`config.mk`:
```
export PLATFORM = sky130hd
export DESIGN_NAME = pll_reconfig_ctrl
export DESIGN_NICKNAME = d
export VERILOG_FILES = /design/src/rtl/pll_reconfig_ctrl.sv
export SDC_FILE = /design/constraint.sdc
export NUM_CORES = 1
export LEC_CHECK = 0
export CAP_MARGIN = 20
export CORE_UTILIZATION = 60
export DETAILED_ROUTE_END_ITERATION = 12
export HOLD_SLACK_MARGIN = 0.1
export PLACE_DENSITY = 0.81
export SLEW_MARGIN = 5
export SYNTH_ARGS = -nofsm -noshare
export SYNTH_HDL_FRONTEND = slang
export SYNTH_SLANG_ARGS = --single-unit
```
`constraint.sdc`:
```
create_clock -name clk -period 6.1 [get_ports clk]
set_input_delay 1.22 -clock clk [delete_from_list [all_inputs] [get_ports clk]]
set_output_delay 1.22 -clock clk [all_outputs]
set_load 0.05 [all_outputs]
```
`src/rtl/pll_reconfig_ctrl.sv`:
```
// pll_reconfig_ctrl
//   Sequences a dynamic divider change on an rPLL. The downstream clock is
//   gated, the new idsel/fbdsel is applied, and the controller waits for
//   relock before re-enabling consumers.
//
// Ports
//   clk       in   single clock, rising edge
//   reset     in   synchronous active-high reset
//   req       in   reconfiguration request strobe
//   mode[1:0] in   target mode, sampled with req
//   idsel     out  registered input-divider select (63 - IDIV_n)
//   fbdsel    out  registered feedback-divider select (63 - FBDIV_n)
//   clk_en    out  enable for consumers of the PLL clock
//   busy      out  change or settle in progress
//   done      out  one-cycle pulse when a request completes
//   cur_mode  out  mode currently applied
//
// state  | meaning
// IDLE   | PLL locked, consumers enabled, waiting for a request
// GATE   | consumers gated, lead time before the divider change
// APPLY  | single cycle that registers the new divider selects
// SETTLE | waiting for relock (also used after reset)
module pll_reconfig_ctrl #(
  parameter int GATE_LEAD     = 4,
  parameter int SETTLE_CYCLES = 4096,
  parameter int IDIV_0        = 2,
  parameter int IDIV_1        = 2,
  parameter int IDIV_2        = 2,
  parameter int IDIV_3        = 2,
  parameter int FBDIV_0       = 13,
  parameter int FBDIV_1       = 11,
  parameter int FBDIV_2       = 15,
  parameter int FBDIV_3       = 9
) (
  input  logic       clk,
  input  logic       reset,
  input  logic       req,
  input  logic [1:0] mode,
  output logic [5:0] idsel,
  output logic [5:0] fbdsel,
  output logic       clk_en,
  output logic       busy,
  output logic       done,
  output logic [1:0] cur_mode
);

  typedef enum logic [1:0] {IDLE, GATE, APPLY, SETTLE} state_t;

  state_t      state;
  logic [7:0]  gate_cnt;
  logic [15:0] settle_cnt;
  logic        pend_vld;
  logic [1:0]  pend_mode;
  logic [1:0]  tgt_mode;
  logic        boot;       // current SETTLE follows reset: no done pulse
  logic        svc_vld;
  logic [1:0]  svc_mode;

  function automatic logic [5:0] idsel_enc(input logic [1:0] m);
    case (m)
      2'd0:    return 6'(63 - IDIV_0);
      2'd1:    return 6'(63 - IDIV_1);
      2'd2:    return 6'(63 - IDIV_2);
      default: return 6'(63 - IDIV_3);
    endcase
  endfunction

  function automatic logic [5:0] fbdsel_enc(input logic [1:0] m);
    case (m)
      2'd0:    return 6'(63 - FBDIV_0);
      2'd1:    return 6'(63 - FBDIV_1);
      2'd2:    return 6'(63 - FBDIV_2);
      default: return 6'(63 - FBDIV_3);
    endcase
  endfunction

  // In IDLE a live strobe wins over the pending slot: a strobe on the first
  // IDLE cycle is the newest request and overwrites anything queued.
  always_comb begin
    svc_vld  = req | pend_vld;
    svc_mode = req ? mode : pend_mode;
  end

  always_ff @(posedge clk) begin
    if (reset) begin
      state      <= SETTLE;
      gate_cnt   <= '0;
      settle_cnt <= 16'(SETTLE_CYCLES - 1);
      pend_vld   <= 1'b0;
      pend_mode  <= 2'd0;
      tgt_mode   <= 2'd0;
      boot       <= 1'b1;
      idsel      <= idsel_enc(2'd0);
      fbdsel     <= fbdsel_enc(2'd0);
      cur_mode   <= 2'd0;
      clk_en     <= 1'b0;
      busy       <= 1'b1;
      done       <= 1'b0;
    end else begin
      done <= 1'b0;

      if (busy && req) begin
        pend_vld  <= 1'b1;
        pend_mode <= mode;
      end

      case (state)
        IDLE: begin
          if (svc_vld) begin
            pend_vld <= 1'b0;
            if (svc_mode != cur_mode) begin
              state    <= GATE;
              tgt_mode <= svc_mode;
              gate_cnt <= 8'(GATE_LEAD - 1);
              busy     <= 1'b1;
              clk_en   <= 1'b0;
            end else begin
              done <= 1'b1;
            end
          end
        end
        GATE: begin
          if (gate_cnt == 8'd0) state <= APPLY;
          else                  gate_cnt <= gate_cnt - 8'd1;
        end
        APPLY: begin
          state      <= SETTLE;
          settle_cnt <= 16'(SETTLE_CYCLES - 1);
          idsel      <= idsel_enc(tgt_mode);
          fbdsel     <= fbdsel_enc(tgt_mode);
          cur_mode   <= tgt_mode;
        end
        SETTLE: begin
          if (settle_cnt == 16'd0) begin
            state  <= IDLE;
            busy   <= 1'b0;
            clk_en <= 1'b1;
            done   <= ~boot;
            boot   <= 1'b0;
          end else begin
            settle_cnt <= settle_cnt - 16'd1;
          end
        end
        default: state <= IDLE;
      endcase
    end
  end

endmodule

```
; After elaboration in Yosys (flattened, before gate mapping)
; Index checks and enable logic that the tools add are counted.
[op_classes]
n_addsub = 2
multipliers = 0
div = 0
magnitude_cmp = 0
eq_ne = 12
shift = 0
n_mux = 28
n_bitwise = 2
n_reduce_logical = 14
[op_table]
columns = cell, count
row1 = 16-bit one-hot mux with 2 select lines, 1
row2 = 8-bit 2-to-1 mux, 3
row3 = 16-bit zero test, 1
row4 = 16-bit 2-to-1 mux, 1
row5 = 8-bit one-hot mux with 2 select lines, 1
row6 = 16-bit by 1-bit subtractor with 16-bit output (second input constant), 1
row7 = 1-bit 2-to-1 mux, 12
row8 = 2-bit != test (second input constant), 6
row9 = 4-bit AND reduction, 3
row10 = 2-bit 2-to-1 mux, 5
row11 = 3-bit one-hot mux with 3 select lines, 1
row12 = 8-bit zero test, 1
row13 = 2-bit one-hot mux with 4 select lines, 1
row14 = 8-bit by 1-bit subtractor with 8-bit output (second input constant), 1
row15 = 2-bit == test (second input constant), 3
row16 = 1-bit one-hot mux with 2 select lines, 3
row17 = 2-bit nonzero test, 3
row18 = 2-bit by 1-bit == test with 1-bit output (second input constant), 2
row19 = 2-bit zero test, 2
row20 = 2-bit AND reduction, 2
row21 = 3-bit AND reduction, 1
row22 = 2-bit != test, 1
row23 = 1-bit logical AND, 1
row24 = 1-bit inverter, 1
row25 = 1-bit OR, 1
[totals]
register_bits = 43
latchBits = 0
mem_bits_rw = 0
rom_bits = 0
inputBits = 5
word_cells = 70
memories = 0

; Depth between registers and ports, before layout
; Gate-level depths: netlist of run 1.
[depth]
depth_word = 5
depth_mapped = 8
depth_no_buf = 7

; Worst setup path before layout of run 1
; Ideal clock, no wire load.
[synth_path]
kind = input to register
startpoint = in req
endpoint = reg clk_en
setup_ps = 115
arrival_ps = 2673
t_required_ps = 5985
path_slack_ps = 3313
path_stages = 7
path_buffers = 2
cell_sequence = clkbuf_1 > nand3b_1 > a32oi_1 > nor3b_2 > clkbuf_1 > nor2_1 > o21a_1
[synth_between]
elab_chain_len = 4
elab_cells_between_ends = 6
classes_between = 3 x eq/ne / 1 x mux / 1 x bitwise / 1 x reduce/logical
[synth_rtl]
columns = element, line
row1 = start: declaration, 37  ; input logic req,
row2 = 2-bit 2-to-1 mux, 81  ; svc_mode = req ? mode : pend_mode;
row3 = 2-bit != test, 111  ; if (svc_mode != cur_mode) begin
row4 = 2-bit != test (no line), -
row5 = 4-bit AND reduction (no line) *, -
row6 = end signal: assignment, 96  ; clk_en <= 1'b0;
row7 = end signal: assignment, 116  ; clk_en <= 1'b0;
row8 = end signal: assignment, 137  ; clk_en <= 1'b1;
row9 = end: declaration, 41  ; output logic clk_en,
; Mark *: on every way between the ends. The rest lies on a longest branch, timed or not.
; A chain may end at the register's enable or synchronous reset.

; Final worst setup path of run 1
[layout_path]
startpoint = in req
endpoint = reg gate_cnt[5]
[layout_between]
elab_chain_len = 4
elab_cells_between_ends = 6
classes_between = 3 x eq/ne / 1 x mux / 1 x bitwise / 1 x reduce/logical
[layout_rtl]
columns = element, line
row1 = 2-bit 2-to-1 mux, 81
row2 = 2-bit != test, 111
row3 = 2-bit != test (no line), -
row4 = 4-bit AND reduction (no line) *, -
row5 = end signal: assignment, 114  ; gate_cnt <= 8'(GATE_LEAD - 1);
row6 = end signal: assignment, 124  ; else gate_cnt <= gate_cnt - 8'd1;
row7 = end: declaration, 50  ; logic [7:0] gate_cnt;
; Marks and branches as above.

==> results_dict.tcl, run 1 <==
set metrics [dict create \
    hold_slack_ns 0.4566 \
    cts_root_buffer "clkbuf_4" \
    rows 21 \
    synthSimpleGateAreaFrac 0.2578 \
    drt_iter0_drc 72 \
    wl_per_cell_microns 12.96 \
    tightestPinTransition_ns 1.022 \
    clk_latency_ns 0.37 \
    synth_top_area_cell "dfxtp_1" \
    initial_core_util 0.6386 \
    max_stage_delay_ns 0.63 \
    cts_tree "done" \
    fp.dieArea_sq_mm 0.003852 \
    grt_max_degree 20 \
    synth.distinct_cells 41 \
    avgSynthCellArea_sq_um 8.658 \
    finalSetupViolations 0 \
    cts_max_level 2 \
    hold_violations 0 \
    cts_buffers 5 \
    max_freq_ghz 0.2913 \
    min_to "boot$_SDFFE_PP1P_" \
    grt_setup_unrepaired "false" \
    via_per_inst 5.614 \
    async_flop_share 0 \
    cp-end-kind "flip-flop" \
    clk_pin_slew_ns 0.14 \
    synth_top_family_by_area "simple AND/OR/NAND/NOR gates" \
    pwr_density_cell_mw_per_mm2 205.1 \
    yosys_warnings 0 \
    antenna_cells 0 \
    area_growth_pct 9.075 \
    min-delay-start "boot$_SDFFE_PP1P_" \
    pre_cts_ws_ns 2.267 \
    start_kind "primary input" \
    slowest_stage "o21ai_0" \
    finalCriticalPeriod_ns 3.433 \
    antenna_found_initial 0 \
    multi_input_area_sq_mm 0.001260 \
    synth_seq_cells 39 \
    dr.pass1.iters 4 \
    ios 22 \
    core_region_area_sq_mm 0.003390 \
    p_leak_nw 0.8764 \
    path_class "in2reg" \
    fin_tns_setup_ns 0 \
    clock_path_buffers 2 \
    outcome "complete, no violations" \
    grt_pass1_vias 1509 \
    ctsResizeCount 0 \
    synth_compound_area_frac 0.1584 \
    grt_pass1_wl_mm 6.610 \
    grt.total_usage 0.2377 \
    r2r-end "settle_cnt[14]$_SDFFE_PP0P_" \
    die_h_microns 62.07 \
    hold_depth 2 \
    synth-xor-area-share 0.04855 \
    post-route-drc-count 0 \
    synth_area_leaders "dfxtp_1 (36%), ha_1 (5.8%), nand2_1 (4.0%)" \
    ys_seq_area_frac 0.3607 \
    fin_skew_ns 0.01751 \
    critPathMostFrequentCell "o21ai_0" \
    dp.final_hpwl_mm 2.832 \
    r2r_setup_slack_ns 3.61 \
    worstHoldPathType "reg2reg" \
    drv_cap 0 \
    synth_adder_area_share 0.05780 \
    grt-ovfl-total 0 \
    routed_wl_mm 3.992 \
    period_share 0.5628 \
    ff_latch_area_sq_um 780.7 \
    yosysTopAreaCellShare 0.3607 \
    drive_gt1_frac 0.09924 \
    syn_inst 250 \
    fill_cells 254 \
    synth.most_common_cell "dfxtp_1" \
    path_cells "clkdlybuf4s50_1, or3b_2, a32oi_1, o21ai_0, o21ai_0, a21oi_1" \
    r2r-start "state[0]$_SDFFE_PP1P_" \
    worstPathArrival_ns 3.66 \
    cts_sinks 39 \
    maxSlewViolCount 0 \
    die_w_microns 62.07 \
    critPathMaxFanout 15 \
    max-slew-margin-rel 0.3156 \
    synthMuxAreaShare 0.04220 \
    synth_enable_flop_cells 0 \
    required_ns 6.33 \
    ys_top_cells_by_count "dfxtp_1 (39), nand2_1 (23), o21ai_0 (15), inv_1 (14), nor2_1 (14)" \
    finalWeightedCongestion 0.8812 \
    io_buffers 11 \
    setup_slack_ns 2.667 \
    fin_nets 276 \
    post-cts-setup-buffers 0 \
    cts.hold.buffers_added 0 \
    ys.flop_type "dfxtp_1" \
    ff2ff_path_depth 6 \
    syn_area_sq_mm 0.002165 \
    detail-route-antenna-nets 0 \
    ir_worst_vdd_v 0.0001619 \
    vias 1729 \
]
-- kinds of logic (layout without fill, tap and decap cells) --
| kind of cell | count (synthesis) | after routing |
|---|---|---|
| AND/OR/NAND/NOR | 96 | 96 |
| AO/OA/AOI/OAI | 51 | 51 |
| flip-flops | 39 | 39 |
| buffers and inverters | 31 | 35 |
| XOR/XNOR | 12 | 12 |
| adder cells (fa/ha/maj) | 10 | 10 |
| multiplexers | 9 | 9 |
| other | 2 | 10 |
-- state kept, by name, indices dropped and copies added, names as in the netlist --
name        count
boot            1
busy            1
clk_en          1
cur_mode        2
done            1
fbdsel          2
gate_cnt        8
pend_mode       2
pend_vld        1
settle_cnt     16
state           2
tgt_mode        2
-- worst max-delay path by stage --
stage	startpoint	end	slack [ns]	cells after the start
floorplan	req	clk_en$_SDFFE_PP0P_	3.31	7
global placement	req	gate_cnt[6]$_SDFFE_PP0P_	2.38	6
detailed placement	req	gate_cnt[5]$_SDFFE_PP0P_	2.27	6
CTS	req	gate_cnt[5]$_SDFFE_PP0P_	2.67	6
global route	req	gate_cnt[6]$_SDFFE_PP0P_	2.35	6
finish	req	gate_cnt[5]$_SDFFE_PP0P_	2.67	6
-- layout by cell type (no fill, tap or decap), types with 6 or more instances in the layout --
cell type / synthesis / final
clkdlybuf4s50_1: 0 / 11
o21ai_0: 15 / 15
a211oi_1: 6 / 6
dfxtp_1: 39 / 39
xnor2_1: 9 / 9
or4_1: 9 / 9
mux2i_1: 8 / 8
or3_1: 11 / 11
conb_1: 2 / 10
nor3_1: 7 / 7
nand2_1: 23 / 23
ha_1: 10 / 10
nor2_1: 14 / 14
inv_1: 14 / 14
a21oi_1: 13 / 13
-- worst max-delay path: cells and delay by family --
| family | cells | cell delay, ns |
|---|---|---|
| AOI/OAI and AO/OA | 4 | 1.29 |
| and+or+nand+nor | 1 | 0.53 |
| buffers and inverters | 1 | 0.62 |
-- routing by layer --
metal | wire length, microns | up-vias | GRT usage
li1 | - | 900 | -
met1 | 1963 | 793 | 0.3109
met2 | 1810 | 29 | 0.3663
met3 | 155 | 7 | 0.07453
met4 | 63 | 0 | 0.08889
met5 | 0 | - | 0
-- stage by stage --
stage	instances	util	area, sq um	power [mW]
global route	308	0.6966	2361	0.5035
floorplan	258	-	2195	0.3013
detailed placement	300	0.6715	2276	0.3045
finish	308	0.6966	2361	0.4841
global placement	300	0.6715	2276	0.3039
CTS	308	0.6966	2361	0.4859
-- layout make-up --
class	count	area share
inverter	14	0.02226
clock buffer	5	0.01590
tap	46	0.02438
sequential	39	0.3307
clock inverter	3	0.02014
multi-input combinational	188	0.5337
timing repair buffer	13	0.05299
-- report_power, final --
group	leakage [nW]	total (mW)	internal, mW	switching (mW)
logic	0.515	0.0382	0.0103	0.0279
registers	0.316	0.261	0.258	0.00356
clock network	0.0458	0.185	0.0883	0.0965
No activity file was read; power rests on OpenSTA's default activity.
==> inputs of run 2 (changes only) <==
--- a/config.mk
+++ b/config.mk
@@ -6,10 +6,10 @@
 export NUM_CORES = 1
 export LEC_CHECK = 0
 export CAP_MARGIN = 20
-export CORE_UTILIZATION = 60
+export CORE_UTILIZATION = 51
 export DETAILED_ROUTE_END_ITERATION = 12
 export HOLD_SLACK_MARGIN = 0.1
-export PLACE_DENSITY = 0.81
+export PLACE_DENSITY = 0.73
 export SLEW_MARGIN = 5
 export SYNTH_ARGS = -nofsm -noshare
 export SYNTH_HDL_FRONTEND = slang
==> constraint.sdc (replaced) <==
create_clock -name clk -period 2.9 [get_ports clk]
set_input_delay 0.58 -clock clk [delete_from_list [all_inputs] [get_ports clk]]
set_output_delay 0.58 -clock clk [all_outputs]
set_load 0.05 [all_outputs]
==> run 2 against run 1 <==
Compared with the run above: non-clock buffer count increased by 7; register-to-register slack got worse by 3.0 ns; sequential power increased by 110%; combinational power increased by 120%; utilization decreased by 9.2 points; first-iteration DRC count unchanged; via count increased by 2.4%; count of clock-buffer cells in the layout increased by 1; critical path type unchanged; critical endpoint is now gate_cnt[0]$_SDFFE_PP0P_; highest routed layer unchanged.
==> results_dict.tcl, run 2 (synthesized netlist as in run 1, its figures left out) <==
set metrics [dict create \
    grt_pass1_wl_mm 6.962 \
    cts_tree "done" \
    area_growth_pct 12.54 \
    grt.total_usage 0.2041 \
    ctsResizeCount 0 \
    period_share 0.8476 \
    fin_nets 283 \
    clk_latency_ns 0.29 \
    min-delay-start "boot$_SDFFE_PP1P_" \
    finalCriticalPeriod_ns 2.458 \
    ff2ff_path_depth 5 \
    antenna_cells 0 \
    drive_gt1_frac 0.1157 \
    routed_wl_mm 4.046 \
    maxSlewViolCount 0 \
    cts.hold.buffers_added 0 \
    max-slew-margin-rel 0.4413 \
    drt_iter0_drc 72 \
    io_buffers 11 \
    layout_common_cells "dfxtp_1 (39), nand2_1 (23), o21ai_0 (15)" \
    r2r-start "settle_cnt[6]$_SDFFE_PP1P_" \
    worstPathArrival_ns 2.66 \
    crit_path_end "gate_cnt[0]$_SDFFE_PP0P_" \
    wl_per_cell_microns 12.72 \
    largest_reg_flops 16 \
    initial_core_util 0.5373 \
    cts_max_level 2 \
    grt_max_degree 18 \
    fin_tns_setup_ns 0 \
    met3_usage 0.05236 \
    top_register "settle_cnt" \
    clk_pin_slew_ns 0.07 \
    core_region_area_sq_mm 0.004029 \
    grt_setup_unrepaired "false" \
    rows 23 \
    cp_num_cells 8 \
    hold_violations 0 \
    finalSetupViolations 0 \
    critPathMostFrequentCell "buf_4" \
    grt_pass1_vias 1508 \
    grt_most_used_layer "met2" \
    post-route-drc-count 0 \
    required_ns 3.10 \
    critPathMaxFanout 17 \
    post-cts-setup-buffers 0 \
    mostFrequentLayoutCell "dfxtp_1" \
    clock_path_buffers 2 \
    drv_cap 0 \
    r2r-end "settle_cnt[14]$_SDFFE_PP0P_" \
    detail-route-antenna-nets 0 \
    outcome "complete, no violations" \
    hold_slack_ns 0.4448 \
    fin_skew_ns 0.01287 \
    met2_usage 0.3100 \
    ir_worst_vdd_v 0.0002843 \
    p_leak_nw 0.9161 \
    via_per_inst 5.569 \
    cts_sinks 39 \
    tightestPinTransition_ns 0.8344 \
    fp.dieArea_sq_mm 0.004509 \
    use_met1 0.2811 \
    reg_top3 "settle_cnt (16), gate_cnt (8)" \
    cts_root_buffer "clkbuf_8" \
    slowest_stage "nor3b_2" \
    antenna_found_initial 0 \
    path_cells "clkdlybuf4s50_1, buf_4, nand3b_1, a32oi_1, nor3b_2, buf_4, nor4b_1, nor4_1" \
    pwr_density_cell_mw_per_mm2 439.1 \
    die_w_microns 67.15 \
    ios 22 \
    path_class "in2reg" \
    dr.pass1.iters 6 \
    finalWeightedCongestion 0.8545 \
    max_freq_ghz 0.4068 \
    critical-path-top-delay-family "simple AND/OR/NAND/NOR gates" \
    vias 1771 \
    grt-ovfl-total 0 \
    startpoint "req" \
    start_kind "primary input" \
    cts_buffers 5 \
    path_buf_inv 3 \
    worstHoldPathType "reg2reg" \
    dp.final_hpwl_mm 2.932 \
    die_h_microns 67.15 \
    r2r_setup_slack_ns 0.61 \
    cp-end-kind "flip-flop" \
    max_stage_delay_ns 0.71 \
]
-- run 2: cell count changes in the layout (fill, tap and decap cells not counted) --
cell / change
buf_4: +7
clkbuf_1: +1
clkbuf_4: -5
clkbuf_8: +5
clkinv_4: -1
inv_6: -1
-- run 2: worst min-delay path by stage --
stage                        endpoint  cells after the start
floorplan           boot$_SDFFE_PP1P_                      2
global placement    boot$_SDFFE_PP1P_                      2
detailed placement  boot$_SDFFE_PP1P_                      2
CTS                 boot$_SDFFE_PP1P_                      2
global route        boot$_SDFFE_PP1P_                      2
finish              boot$_SDFFE_PP1P_                      2
-- run 2: per-layer routing --
layer	vias to the layer above	wire [microns]
met3	5	112
met5	-	0
met1	840	2157
met4	0	53
met2	18	1723
li1	908	-
-- run 2: area by class of cell --
class | instances | area (sq um)
clock buffer | 6 | 72.57
clock inverter | 1 | 30.03
fill | 377 | 1593
inverter | 14 | 52.55
multi-input combinational | 188 | 1260
sequential | 39 | 780.7
tap | 50 | 62.56
timing repair buffer | 20 | 177.7
-- run 2: worst reg2reg max path: cells and delay by family, from the launching register on --
kind,cells,cell delay (ns)
flops,1,0.35
simple gates,4,1.71
mux,1,0.18
-- run 2: power by group --
group	switching, mW	leakage [nW]	internal [mW]
registers	0.00754	0.316	0.541
logic	0.0585	0.549	0.0251
clock network	0.185	0.0513	0.252
-- run 2: metrics by stage --
stage / cell area, sq um / worst slack (ns) / total power, mW / util / instances
finish: 2436 / 0.4420 / 1.070 / 0.6047 / 318
global route: 2436 / 0.2507 / 1.107 / 0.6047 / 318
CTS: 2436 / 0.4313 / 1.076 / 0.6047 / 318
detailed placement: 2333 / 0.1209 / 0.6444 / 0.5792 / 311
global placement: 2333 / 0.1961 / 0.6440 / 0.5792 / 311
floorplan: 2195 / 0.6858 / 0.6337 / - / 258
